File: src/rtl/regfile_bus_sequencer.sv
// rtl/regfile_bus_sequencer.sv - register-file command bus initiator for one micro-op at a time
module regfile_bus_sequencer #(
    parameter int DATA_WIDTH  = 16,
    parameter int INDEX_WIDTH = 3
) (
    input  logic                     clk,
    input  logic                     rst_n,
    input  logic                     req_valid,
    output logic                     req_ready,
    input  logic [INDEX_WIDTH-1:0]   req_sel_a,
    input  logic [INDEX_WIDTH-1:0]   req_sel_b,
    input  logic [INDEX_WIDTH-1:0]   req_sel_c,
    input  logic [1:0]               req_wsel,
    input  logic                     req_read_f,
    output logic [3:0]               bus_cmd,
    output logic [3*INDEX_WIDTH-1:0] bus_sel,
    input  logic [DATA_WIDTH-1:0]    bus_rdata,
    output logic [DATA_WIDTH-1:0]    bus_wdata,
    output logic                     op_valid,
    output logic [DATA_WIDTH-1:0]    op_a,
    output logic [DATA_WIDTH-1:0]    op_b,
    output logic [DATA_WIDTH-1:0]    op_f,
    input  logic                     alu_done,
    input  logic [DATA_WIDTH-1:0]    alu_result,
    output logic                     done,
    output logic                     err
);

    localparam logic [3:0] COM_NOP      = 4'd0;
    localparam logic [3:0] COM_READA    = 4'd1;
    localparam logic [3:0] COM_READB    = 4'd2;
    localparam logic [3:0] COM_LATCHC   = 4'd3;
    localparam logic [3:0] COM_LATCHSEL = 4'd4;
    localparam logic [3:0] COM_READF    = 4'd5;
    localparam logic [3:0] COM_SLAVE    = 4'd6;

    localparam logic [1:0] WSEL_NONE = 2'd0;
    localparam logic [1:0] WSEL_REGC = 2'd1;
    localparam logic [1:0] WSEL_REGF = 2'd2;
    localparam logic [1:0] WSEL_RFU  = 2'd3;

    localparam logic [INDEX_WIDTH-1:0] R_ZERO = '0;

    typedef enum logic [2:0] {
        S_IDLE,
        S_SEL,
        S_RDA,
        S_RDB,
        S_RDF,
        S_EXEC,
        S_WB,
        S_DONE
    } state_t;

    state_t                     state_q;
    state_t                     state_d;
    logic [3*INDEX_WIDTH-1:0]   sel_q;
    logic [1:0]                 wsel_q;
    logic                       read_f_q;
    logic [DATA_WIDTH-1:0]      op_a_q;
    logic [DATA_WIDTH-1:0]      op_b_q;
    logic [DATA_WIDTH-1:0]      op_f_q;
    logic [DATA_WIDTH-1:0]      wdata_q;
    logic                       accept;
    logic                       write_c;

    assign accept  = (state_q == S_IDLE) && req_valid;
    // Writes to the zero register are suppressed on the bus, not left to the register file.
    assign write_c = (wsel_q == WSEL_REGC) && (sel_q[INDEX_WIDTH-1:0] != R_ZERO);

    always_ff @(posedge clk or negedge rst_n) begin
        if (!rst_n) begin
            state_q <= S_IDLE;
        end else begin
            state_q <= state_d;
        end
    end

    always_comb begin
        state_d = state_q;
        case (state_q)
            S_IDLE:  if (req_valid) state_d = S_SEL;
            S_SEL:   state_d = S_RDA;
            S_RDA:   state_d = S_RDB;
            S_RDB:   state_d = read_f_q ? S_RDF : S_EXEC;
            S_RDF:   state_d = S_EXEC;
            S_EXEC:  if (alu_done) state_d = S_WB;
            S_WB:    state_d = S_DONE;
            S_DONE:  state_d = S_IDLE;
            default: state_d = S_IDLE;
        endcase
    end

    always_comb begin
        bus_cmd   = COM_NOP;
        req_ready = 1'b0;
        op_valid  = 1'b0;
        done      = 1'b0;
        err       = 1'b0;
        case (state_q)
            S_IDLE: req_ready = 1'b1;
            S_SEL:  bus_cmd   = COM_LATCHSEL;
            S_RDA:  bus_cmd   = COM_READA;
            S_RDB:  bus_cmd   = COM_READB;
            S_RDF:  bus_cmd   = COM_READF;
            S_EXEC: op_valid  = 1'b1;
            S_WB: begin
                if (write_c) begin
                    bus_cmd = COM_LATCHC;
                end else if (wsel_q == WSEL_REGF) begin
                    bus_cmd = COM_SLAVE;
                end else begin
                    bus_cmd = COM_NOP;
                end
            end
            S_DONE: begin
                done = 1'b1;
                err  = (wsel_q == WSEL_RFU);
            end
            default: bus_cmd = COM_NOP;
        endcase
    end

    always_ff @(posedge clk or negedge rst_n) begin
        if (!rst_n) begin
            sel_q    <= '0;
            wsel_q   <= WSEL_NONE;
            read_f_q <= 1'b0;
            op_a_q   <= '0;
            op_b_q   <= '0;
            op_f_q   <= '0;
            wdata_q  <= '0;
        end else begin
            if (accept) begin
                sel_q    <= {req_sel_a, req_sel_b, req_sel_c};
                wsel_q   <= req_wsel;
                read_f_q <= req_read_f;
            end
            if (state_q == S_RDA) op_a_q <= bus_rdata;
            if (state_q == S_RDB) op_b_q <= bus_rdata;
            if (state_q == S_RDF) op_f_q <= bus_rdata;
            if ((state_q == S_EXEC) && alu_done) wdata_q <= alu_result;
        end
    end

    assign bus_sel   = sel_q;
    assign bus_wdata = wdata_q;
    assign op_a      = op_a_q;
    assign op_b      = op_b_q;
    assign op_f      = op_f_q;

endmodule

File: config.mk
export PLATFORM = sky130hd
export DESIGN_NAME = regfile_bus_sequencer
export DESIGN_NICKNAME = d
export VERILOG_FILES = /design/src/rtl/regfile_bus_sequencer.sv
export SDC_FILE = /design/constraint.sdc
export NUM_CORES = 1
export LEC_CHECK = 0
export ABC_AREA = 1
export ABC_CLOCK_PERIOD_IN_PS = 1700
export CAP_MARGIN = 20
export CORE_ASPECT_RATIO = 1.75
export CORE_MARGIN = 2
export CORE_UTILIZATION = 45
export CTS_BUF_LIST = sky130_fd_sc_hd__clkbuf_2
export CTS_CLUSTER_DIAMETER = 200
export DETAILED_ROUTE_END_ITERATION = 8
export HOLD_SLACK_MARGIN = 0.12
export PLACE_DENSITY = 0.94
export SYNTH_ARGS = -nofsm -noshare
export SYNTH_HDL_FRONTEND = slang
export SYNTH_SLANG_ARGS = --single-unit
File: constraint.sdc
create_clock -name clk -period 1.7 [get_ports clk]
set_input_delay 0.34 -clock clk [delete_from_list [all_inputs] [get_ports clk]]
set_output_delay 0.34 -clock clk [all_outputs]
set_load 0.01 [all_outputs]
After elaboration in Yosys (flattened, before gate mapping). Cells that the tools add are included. W data, S select, Z words.

Reductions and logical operators: 6. Multiplexer cells: 11. Eq/ne operators: 12.

Operators by type and width (count): $pmux W3 S8 (1); $pmux W3 S5 (1); $eq A3 B3 Y1 const B (4); $mux W3 (4); $eq A3 B2 Y1 const B (2); $mux W1 (5); $eq A2 B2 Y1 const B (2); $ne A2 B2 Y1 const B (2); $eq A3 B1 Y1 const B (1); $logic_and A1 B1 Y1 (3); $logic_not A3 Y1 (1); $reduce_bool A3 Y1 (1); $eq A2 B1 Y1 const B (1); $reduce_and A2 Y1 (1).

Bits in registers: 79. Word-level logic and storage cells: 37. Input port bits: 48.

Depth between registers and ports, before layout. Gate-level depths: netlist (run 1).

Word-level depth: 4. Depth in mapped cells: 10. Gate-level depth less buffers: 9.

Least setup slack after synthesis (run 1). Ideal clock, no wire load.

Path type: register to output. From: register state_q[0]. To: output bus_cmd[2]. Data required time: 1.360 ns. Slack: 0.283 ns. Buffers on the path: 1. Cell stages (with the launch flop): 6. Arrival time: 1.077 ns. Path through: dfrtp_1 > inv_1 > ha_1 > nand2_2 > buf_6 > o211ai_1.

Cells in the longest elaborated chain, start to end: 2.

RTL lines: start, declared (RTL line 55) `state_t state_q;`; start signal, assigned (RTL line 75) `state_q <= state_d;`; $eq A3 B3 Y1 (tied with other cells) (RTL line 100) `case (state_q)`; $pmux W3 S5 (*) (RTL line 100); end, declared (RTL line 15) `output logic [3:0] bus_cmd,`.

Every way passes the cells marked *; elsewhere a longest branch is shown, timed or not.

Final worst setup path (run 1).
From: register state_q[1]. To: output bus_cmd[2].

The elaborated chain is that of the path after synthesis.

==> results.yml, run 1 <==
timing:
  final.min_clock_period_ps: 2090
  post-route-worst-setup-slack_ps: -391
  timing.final.crit_share: 1.23
  fmaxAchievable_ghz: 0.478
  finalSetupViolations: 7
  finalHoldViolations: 0
  grt_setup_unrepaired: "yes"
  finClkSkew_ps: 25.1
  maxSlewViolCount: 0
  final.hold.worst_slack_ps: 187
worst_setup_path:
  worst_ep_required_time_ps: 1360
  critical_path_class: "reg -> out"
  worst-endpoint-arrival_ps: 1750
  path_cells: "buf_6 -> ha_4 -> nand2_4 -> inv_2 -> nand3_2 -> o211ai_1 -> buf_2"
  cp-end-kind: "output port"
  r2r-start: "state_q[0]"
  slowest_stage: "sky130_fd_sc_hd__dfrtp_1"
  cp_max_fo: 3
  r2r_slack_ps: 70
  r2r-end: "state_q[0]"
  critical_path_s_largest_stage_delay_ps: 440
  start_kind: "register"
  rr_worst_depth: 12
  critPathBufInv: 3
  crit_path_leading_delay_family: "flip-flops"
grt:
  grt_usage: 0.234
  grt_start_max_net_pins: 39
  grt_remaining_overflow: 0
  grt_pass1_vias: 2989
  grt_pass1_wl_um: 13900
  antenna_found_initial: 0
synth:
  number_of_warning_messages_in_the_yosys_log: 0
  cell_count_after_synthesis: 343
  synth_top_cell_area_share: 0.597
  synthTopCellsByArea: "sky130_fd_sc_hd__dfrtp_1 60%, sky130_fd_sc_hd__nand2_1 12%, sky130_fd_sc_hd__o21ai_0 6.8%"
  synthDominantAreaCellType: "sky130_fd_sc_hd__dfrtp_1"
  avgSynthCellArea_um2: 9.65
  synth.ff_latch_count: 79
  synthesis.area_um2: 3310
  ys_seq_area_frac: 0.597
  synth.net_count: 395
  synthDistinctLibCells: 26
final_layout:
  multi_input_comb_area_um2: 1110
  post-route-util: 0.700
  antenna_cells_inserted: 0
  fillCellCount: 551
  final-seq-area_um2: 1980
  final_nets: 564
  layout.cells.most_common: "sky130_fd_sc_hd__nand2_1"
  area_growth_syn_to_layout_pct: 51.9
  drive_above_1_share: 0.188
  commonest_cells_after_routing_fill_and_taps_aside: "105 x sky130_fd_sc_hd__nand2_1, 79 x sky130_fd_sc_hd__dfrtp_1, 73 x sky130_fd_sc_hd__dlygate4sd2_1"
  finish.instance_area_um2: 5030
  finalNonFillerCells: 603
status:
  violations: "negative setup slack"
  status: "finished with violations"
clock_tree:
  ctsHtreeMaxLevel: 3
  ctsRootBufferMaster: "sky130_fd_sc_hd__clkbuf_2"
  cts-buffers-inserted: 9
  cts.reportedPaths.clkPinSlew_ps: 210
  insertion_delay_ps: 570
  tritoncts_clock_tree: "built"
  max-clock-path-buffers: 2
  tritoncts_num_sinks: 79
power_and_ir_drop:
  total_power_mw: 9.04
  sequentialPowerShare: 0.363
  total_leakage_power_nw: 2.72
  power.density_cell_area_nw_per_um2: 1800
  vdd.ir_drop.worst_uv: 1070
  power.internal_mw: 5.53
  swShare: 0.389
  p_switching_mw: 3.51
  combinationalPowerShare: 0.514
  clock_power_share: 0.123
routing:
  remaining_drc_errors: 0
  avgRoutedWirePerCell_um: 14.5
  drt-vias-per-instance: 4.89
  drtPass1Iterations: 4
  detail_route.iter0.violations: 240
  vias: 2948
  ant_nets: 0
  wl_um: 8760
floorplanning:
  floorplan.die.width_um: 68.8
  placeableCoreArea_um2: 7180
  starting_density_of_the_core: 0.461
  die_y_um: 117
  site_row_count: 41
  top_level_ports: 129
  floorplan.die_area_um2: 8080
placed_design:
  place_inst: 557
  placedInstanceArea_um2: 4670
  port_buffers: 127
  routabilityCongestion: 0.764
  hpwlAfterDp_um: 6110
run:
  max-cap-violations: 0
hold_path:
  min-delay-path-class: "in -> async"
sequential cells by signal, indices dropped and copies added, names as in the netlist:
| name | cells |
|---|---|
| bus_sel | 9 |
| op_a | 16 |
| op_b | 16 |
| wsel_q | 2 |
| bus_wdata | 16 |
| read_f_q | 1 |
| op_f | 16 |
| state_q | 3 |
repair_timing:
| item | in CTS | in global routing |
|---|---|---|
| setup buffers | 28 | 3 |
| hold endpoints to repair | 79 | 0 |
| hold buffers | 1 | 0 |
| gates resized for setup | 129 | 9 |
| pin swaps | 5 | 4 |
| endpoints found under the setup margin | 80 | 21 |
stage by stage:
stage | TNS (ps) | worst slack (ps)
after global routing | -2910 | -490
after CTS | -2470 | -411
after floorplan | 0 | 283
after global placement | -569 | -164
after detailed placement | -923 | -228
final | -2340 | -391
layer usage:
layer,GRT usage,part of all wire,vias to the layer above
li1,-,-,1424
met1,0.246,0.35,1391
met2,0.416,0.56,112
met3,0.0489,0.060,21
met4,0.115,0.032,0
met5,0,0,-
synthesized netlist by cell type:
library cell / count
sky130_fd_sc_hd__buf_6: 9
sky130_fd_sc_hd__ha_1: 4
sky130_fd_sc_hd__buf_8: 1
sky130_fd_sc_hd__nand3_1: 30
sky130_fd_sc_hd__inv_8: 1
sky130_fd_sc_hd__nor3_1: 1
sky130_fd_sc_hd__conb_1: 1
sky130_fd_sc_hd__clkbuf_8: 1
sky130_fd_sc_hd__inv_2: 2
sky130_fd_sc_hd__a21oi_1: 3
sky130_fd_sc_hd__inv_4: 1
sky130_fd_sc_hd__o21ai_1: 3
sky130_fd_sc_hd__o21a_1: 1
sky130_fd_sc_hd__nand2_4: 7
sky130_fd_sc_hd__buf_4: 2
sky130_fd_sc_hd__dfrtp_1: 79
sky130_fd_sc_hd__nor2_1: 6
sky130_fd_sc_hd__nand2_1: 107
sky130_fd_sc_hd__o21ai_0: 45
sky130_fd_sc_hd__nand2_2: 1
sky130_fd_sc_hd__nand4_1: 1
sky130_fd_sc_hd__a21oi_2: 2
sky130_fd_sc_hd__buf_2: 5
sky130_fd_sc_hd__inv_1: 28
sky130_fd_sc_hd__o211ai_1: 1
sky130_fd_sc_hd__nor2_8: 1
logic make-up (layout without fill, tap and decap cells):
logic type,after synthesis,count (layout),share of synthesized area
AND/OR/NAND/NOR,154,154,0.209
flip-flops,79,79,0.597
AO/OA/AOI/OAI,55,55,0.0870
buffers and inverters,50,224,0.0907
adder cells (fa/ha/maj),4,4,0.0151
other,1,1,0.00113
power groups by stage:
stage / sequential, mW / combinational, mW / clock, mW
after CTS: 3.26 / 4.57 / 1.14
after floorplan: 3.67 / 1.75 / 0
after global routing: 3.39 / 5.12 / 1.21
after global placement: 3.31 / 4.35 / 0
final: 3.28 / 4.65 / 1.11
after detailed placement: 3.36 / 4.53 / 0
worst register-to-register path: stages, from the launching register on:
cell and delay [ps]:
sky130_fd_sc_hd__dfrtp_1 440, sky130_fd_sc_hd__inv_2 90, sky130_fd_sc_hd__buf_4 120, sky130_fd_sc_hd__ha_4 140, sky130_fd_sc_hd__buf_6 100, sky130_fd_sc_hd__inv_4 40, sky130_fd_sc_hd__nor2_8 80, sky130_fd_sc_hd__buf_4 210
sky130_fd_sc_hd__nand2_4 80, sky130_fd_sc_hd__nand2_4 70, sky130_fd_sc_hd__inv_2 40, sky130_fd_sc_hd__nand2_1 70, sky130_fd_sc_hd__nand2_1 60
area by class of cell:
type	instances	area share
sequential	79	0.393
tap	86	0.0214
timing repair buffer	176	0.312
clock buffer	11	0.0109
multi-input combinational	214	0.220
clock inverter	5	0.0144
inverter	32	0.0274
worst max-delay path by stage:
stage | start | to | cells after the start
after floorplan | state_q[0] | bus_cmd[2] | 5
after global placement | state_q[0] | bus_cmd[2] | 7
after detailed placement | state_q[0] | bus_cmd[2] | 7
after CTS | state_q[1] | bus_cmd[2] | 6
after global routing | state_q[1] | bus_cmd[2] | 7
final | state_q[1] | bus_cmd[2] | 7
Note: power is estimated with default switching activity, not from simulation.
==> run 2: changes to the inputs <==
Settings changed: MAX_ROUTING_LAYER from default to met4, RECOVER_POWER from default to 100.
==> results.yml, run 2 (synthesis gave the netlist of run 1 again) <==
timing:
  fmaxAchievable_ghz: 0.469
  finClkSkew_ps: 33.7
  final.min_clock_period_ps: 2130
  finalSetupViolations: 18
  finalHoldViolations: 0
  maxSlewHeadroom: 0.176
  post-route-worst-setup-slack_ps: -434
  worst_pin_slew_ps: 1240
  maxSlewViolCount: 0
  timing.final.crit_share: 1.26
  grt_setup_unrepaired: "yes"
final_layout:
  commonest_cells_after_routing_fill_and_taps_aside: "106 x sky130_fd_sc_hd__nand2_1, 79 x sky130_fd_sc_hd__dfrtp_1, 73 x sky130_fd_sc_hd__dlygate4sd2_1"
  layout.cells.most_common: "sky130_fd_sc_hd__nand2_1"
  drive_above_1_share: 0.182
  final_nets: 564
  final-seq-area_um2: 1980
  antenna_cells_inserted: 0
  fillCellCount: 566
  area_growth_syn_to_layout_pct: 50.4
  finish.instance_area_um2: 4980
  multi_input_comb_area_um2: 1100
hold_path:
  hold-path-endpoint: "bus_wdata[1]"
  worst_hold_startpoint: "alu_result[1]"
  hold-path-cell-count: 3
  min-delay-path-class: "in -> reg"
worst_setup_path:
  r2r-start: "state_q[1]"
  r2r_slack_ps: -80
  slowest_stage: "sky130_fd_sc_hd__dfrtp_1"
  critical_path_class: "reg -> out"
  cp_max_fo: 3
  r2r-end: "state_q[0]"
  path_cells: "buf_6 -> inv_2 -> ha_4 -> inv_2 -> o211ai_1 -> buf_2"
  cp-end-kind: "output port"
  start_kind: "register"
  crit_top_cell: "sky130_fd_sc_hd__inv_2"
  rr_worst_depth: 12
  critical_path_s_largest_stage_delay_ps: 460
  worst_ep_required_time_ps: 1360
  worst-endpoint-arrival_ps: 1790
power_and_ir_drop:
  total_power_mw: 8.95
  sequentialPowerShare: 0.367
  vdd.ir_drop.worst_uv: 1050
  power.density_cell_area_nw_per_um2: 1800
  power.internal_mw: 5.46
  clock_power_share: 0.124
  swShare: 0.389
  total_leakage_power_nw: 2.69
  p_switching_mw: 3.48
  combinationalPowerShare: 0.509
routing:
  drt-vias-per-instance: 4.91
  detail_route.iter0.violations: 252
  wl_um: 8780
  ant_nets: 0
  avgRoutedWirePerCell_um: 14.6
  remaining_drc_errors: 0
  drtPass1Iterations: 4
  vias: 2962
clock_tree:
  tritoncts_clock_tree: "built"
  max-clock-path-buffers: 2
  ctsHtreeMaxLevel: 3
  tritoncts_num_sinks: 79
  cts.reportedPaths.clkPinSlew_ps: 220
  insertion_delay_ps: 570
  cts-buffers-inserted: 9
  ctsRootBufferMaster: "sky130_fd_sc_hd__clkbuf_2"
floorplanning:
  floorplan.die.width_um: 68.8
  starting_density_of_the_core: 0.461
  top_level_ports: 129
  placeableCoreArea_um2: 7180
  floorplan.die_area_um2: 8080
  site_row_count: 41
  die_y_um: 117
run:
  max-cap-violations: 0
grt:
  grt_pass1_wl_um: 13900
  grt_remaining_overflow: 0
  antenna_found_initial: 0
  grt_start_max_net_pins: 39
  grt_usage: 0.240
  grt_pass1_vias: 2984
status:
  status: "finished with violations"
  violations: "negative setup slack"
placed_design:
  port_buffers: 127
  routabilityCongestion: 0.774
  place_worst_setup_slack_ps: -228
  hpwlAfterDp_um: 6110
  placedInstanceArea_um2: 4670
==> run 2: power by group through the flow <==
stage	logic (mW)	registers [mW]	clock network [mW]
3_5_place_dp	4.53	3.36	0
6_report	4.55	3.28	1.11
5_1_grt	5.02	3.39	1.21
4_1_cts	4.57	3.26	1.14
2_1_floorplan	1.75	3.67	0
3_3_place_gp	4.35	3.31	0
==> run 2: final cells by class <==
class / instances / area share
inverters: 32 / 0.0254
well taps: 86 / 0.0216
repair buffers: 176 / 0.310
clock inverters: 5 / 0.0146
flip-flops and latches: 79 / 0.397
multi-input cells: 214 / 0.220
clock buffers: 11 / 0.0111
==> run 2: critical path: cells and delay by family (launching register included) <==
family	cells	cell delay, ps
flops	1	460
compound gates	1	210
buf+inv	4	410
fa+ha+maj	1	150
==> run 2: how the worst max path moves through the flow <==
stage                           from          to  slack (ps)
after floorplan           state_q[0]  bus_cmd[2]         280
after detailed placement  state_q[0]  bus_cmd[2]        -230
after global placement    state_q[0]  bus_cmd[2]        -160
final                     state_q[1]  bus_cmd[2]        -430
after CTS                 state_q[1]  bus_cmd[2]        -410
after global routing      state_q[1]  bus_cmd[2]        -490
==> run 2: timing repair <==
action,in CTS,in global routing
hold endpoints to repair,79,0
cloned,0,0
hold buffers,1,0
pin swaps,5,4
resized for setup,129,9
setup buffers,28,3
setup endpoints to repair,80,21
==> run 2: routing by layer <==
layer | vias to the layer above | part of all wire | global-route usage
met2 | 114 | 0.56 | 0.415
met5 | - | 0 | -
met3 | 22 | 0.061 | 0.0527
met1 | 1401 | 0.35 | 0.248
met4 | 0 | 0.032 | 0.108
li1 | 1425 | - | -
==> run 2: stage by stage <==
step	util	std cells	hold WS, ps	TNS (ps)
after global placement	0.650	557	251	-569
after detailed placement	0.650	557	257	-923
after CTS	0.695	602	155	-2470
after floorplan	-	343	44.4	0
final	0.693	603	295	-2960
after global routing	0.693	603	288	-5880
==> run 3: changes to the inputs <==
Settings changed: ABC_CLOCK_PERIOD_IN_PS 1700 to 2400, CAP_MARGIN 20 to default.
Clock period 1.7 ns to 2.4 ns, I/O delays scaled along.
==> results.yml, run 3 (synthesis gave the netlist of run 1 again) <==
timing:
  maxSlewViolCount: 0
  maxSlewHeadroom: 0.181
  grt_setup_unrepaired: "yes"
  post-route-worst-setup-slack_ps: 144
  finalHoldViolations: 0
  finalSetupViolations: 0
  worst_pin_slew_ps: 1230
  finClkSkew_ps: 19.0
  final.min_clock_period_ps: 2260
  fmaxAchievable_ghz: 0.443
  timing.final.crit_share: 0.940
worst_setup_path:
  start_kind: "register"
  worst_ep_required_time_ps: 1920
  worst-endpoint-arrival_ps: 1780
  cp_max_fo: 5
  critical_path_class: "reg -> out"
  cp-end-kind: "output port"
final_layout:
  final_nets: 530
  final-seq-area_um2: 1980
  finalNonFillerCells: 569
  antenna_cells_inserted: 0
  commonest_cells_after_routing_fill_and_taps_aside: "119 x sky130_fd_sc_hd__clkdlybuf4s50_1, 107 x sky130_fd_sc_hd__nand2_1, 78 x sky130_fd_sc_hd__dfrtp_1"
  fillCellCount: 610
  finish.instance_area_um2: 4720
  area_growth_syn_to_layout_pct: 42.6
  layout.cells.most_common: "sky130_fd_sc_hd__clkdlybuf4s50_1"
  post-route-util: 0.657
  multi_input_comb_area_um2: 1050
  drive_above_1_share: 0.101
routing:
  detail_route.iter0.violations: 143
  drtPass1Iterations: 4
  remaining_drc_errors: 0
  drt-vias-per-instance: 4.95
  ant_nets: 0
  vias: 2814
  wl_um: 7930
  avgRoutedWirePerCell_um: 13.9
placed_design:
  hpwlAfterDp_um: 5850
  placedInstanceArea_um2: 4580
  place_worst_setup_slack_ps: 187
  routabilityCongestion: 0.764
  port_buffers: 127
  place_inst: 546
status:
  status: "completed"
clock_tree:
  ctsRootBufferMaster: "sky130_fd_sc_hd__clkbuf_2"
  ctsHtreeMaxLevel: 3
  insertion_delay_ps: 510
  tritoncts_clock_tree: "built"
  cts-buffers-inserted: 9
  tritoncts_num_sinks: 79
  cts.reportedPaths.clkPinSlew_ps: 190
  max-clock-path-buffers: 2
floorplanning:
  placeableCoreArea_um2: 7180
  top_level_ports: 129
  die_y_um: 117
  floorplan.die_area_um2: 8080
  starting_density_of_the_core: 0.461
  floorplan.die.width_um: 68.8
  site_row_count: 41
grt:
  grt_pass1_vias: 2758
  grt_usage: 0.215
  antenna_found_initial: 0
  grt_start_max_net_pins: 43
  grt_remaining_overflow: 0
  grt_pass1_wl_um: 12800
power_and_ir_drop:
  vdd.ir_drop.worst_uv: 607
  power.density_cell_area_nw_per_um2: 1290
  total_leakage_power_nw: 2.35
hold_path:
  min-delay-path-class: "in -> reg"
run:
  max-cap-violations: 0
==> run 3: report_power, final <==
| group | internal (mW) | switching, mW |
|---|---|---|
| logic | 1.61 | 1.47 |
| registers | 1.97 | 0.393 |
| clock network | 0.222 | 0.417 |
| total | 3.80 | 2.28 |
==> run 3: layout make-up <==
| cell class | count | share of cell area |
|---|---|---|
| inverters | 32 | 0.0276 |
| clock buffers | 9 | 0.00955 |
| repair buffers | 142 | 0.286 |
| clock inverters | 7 | 0.0114 |
| well taps | 86 | 0.0228 |
| flip-flops and latches | 79 | 0.419 |
| multi-input cells | 214 | 0.223 |
==> run 3: final timing paths <==
check                         startpoint           end  slack [ps]  cells past startpoint
max                           state_q[1]     req_ready         140                      5
min                        alu_result[1]  bus_wdata[1]         490                      3
max reg2reg                   state_q[1]      op_a[10]         220                      5
min reg2reg                 bus_wdata[3]  bus_wdata[3]         500                      2
max in group asynchronous          rst_n  bus_wdata[3]         450                      3
min in group asynchronous          rst_n       op_f[5]         640                      2
==> run 3: what timing repair did <==
item	in CTS	in global routing
pin swaps	0	2
hold buffers	1	0
buffers inserted	2	4
endpoints found under the setup margin	7	5
hold endpoints to repair	40	0
gates resized for setup	18	12
==> run 3: metrics by stage <==
step / setup TNS (ps) / power, mW / hold WS, ps
2_1_floorplan: 0 / 3.84 / 184
3_3_place_gp: 0 / 5.31 / 457
3_5_place_dp: 0 / 5.45 / 461
4_1_cts: 0 / 6.11 / 447
5_1_grt: -18.5 / 6.57 / 419
6_report: 0 / 6.08 / 491
==> run 3: worst max-delay path, stage by stage (launching register included) <==
cell	delay (ps)
sky130_fd_sc_hd__dfrtp_1	440
sky130_fd_sc_hd__inv_1	90
sky130_fd_sc_hd__ha_1	230
sky130_fd_sc_hd__inv_2	80
sky130_fd_sc_hd__nor2_8	140
sky130_fd_sc_hd__dlygate4sd2_1	280
==> run 3: metal layers <==
layer / global-route usage / vias to the layer above / part of all wire / wire [µm]
met3: 0.0700 / 7 / 0.052 / 413
met1: 0.238 / 1364 / 0.38 / 3050
li1: - / 1352 / - / -
met2: 0.359 / 91 / 0.55 / 4350
met4: 0.0637 / 0 / 0.015 / 115
met5: - / - / 0 / 0
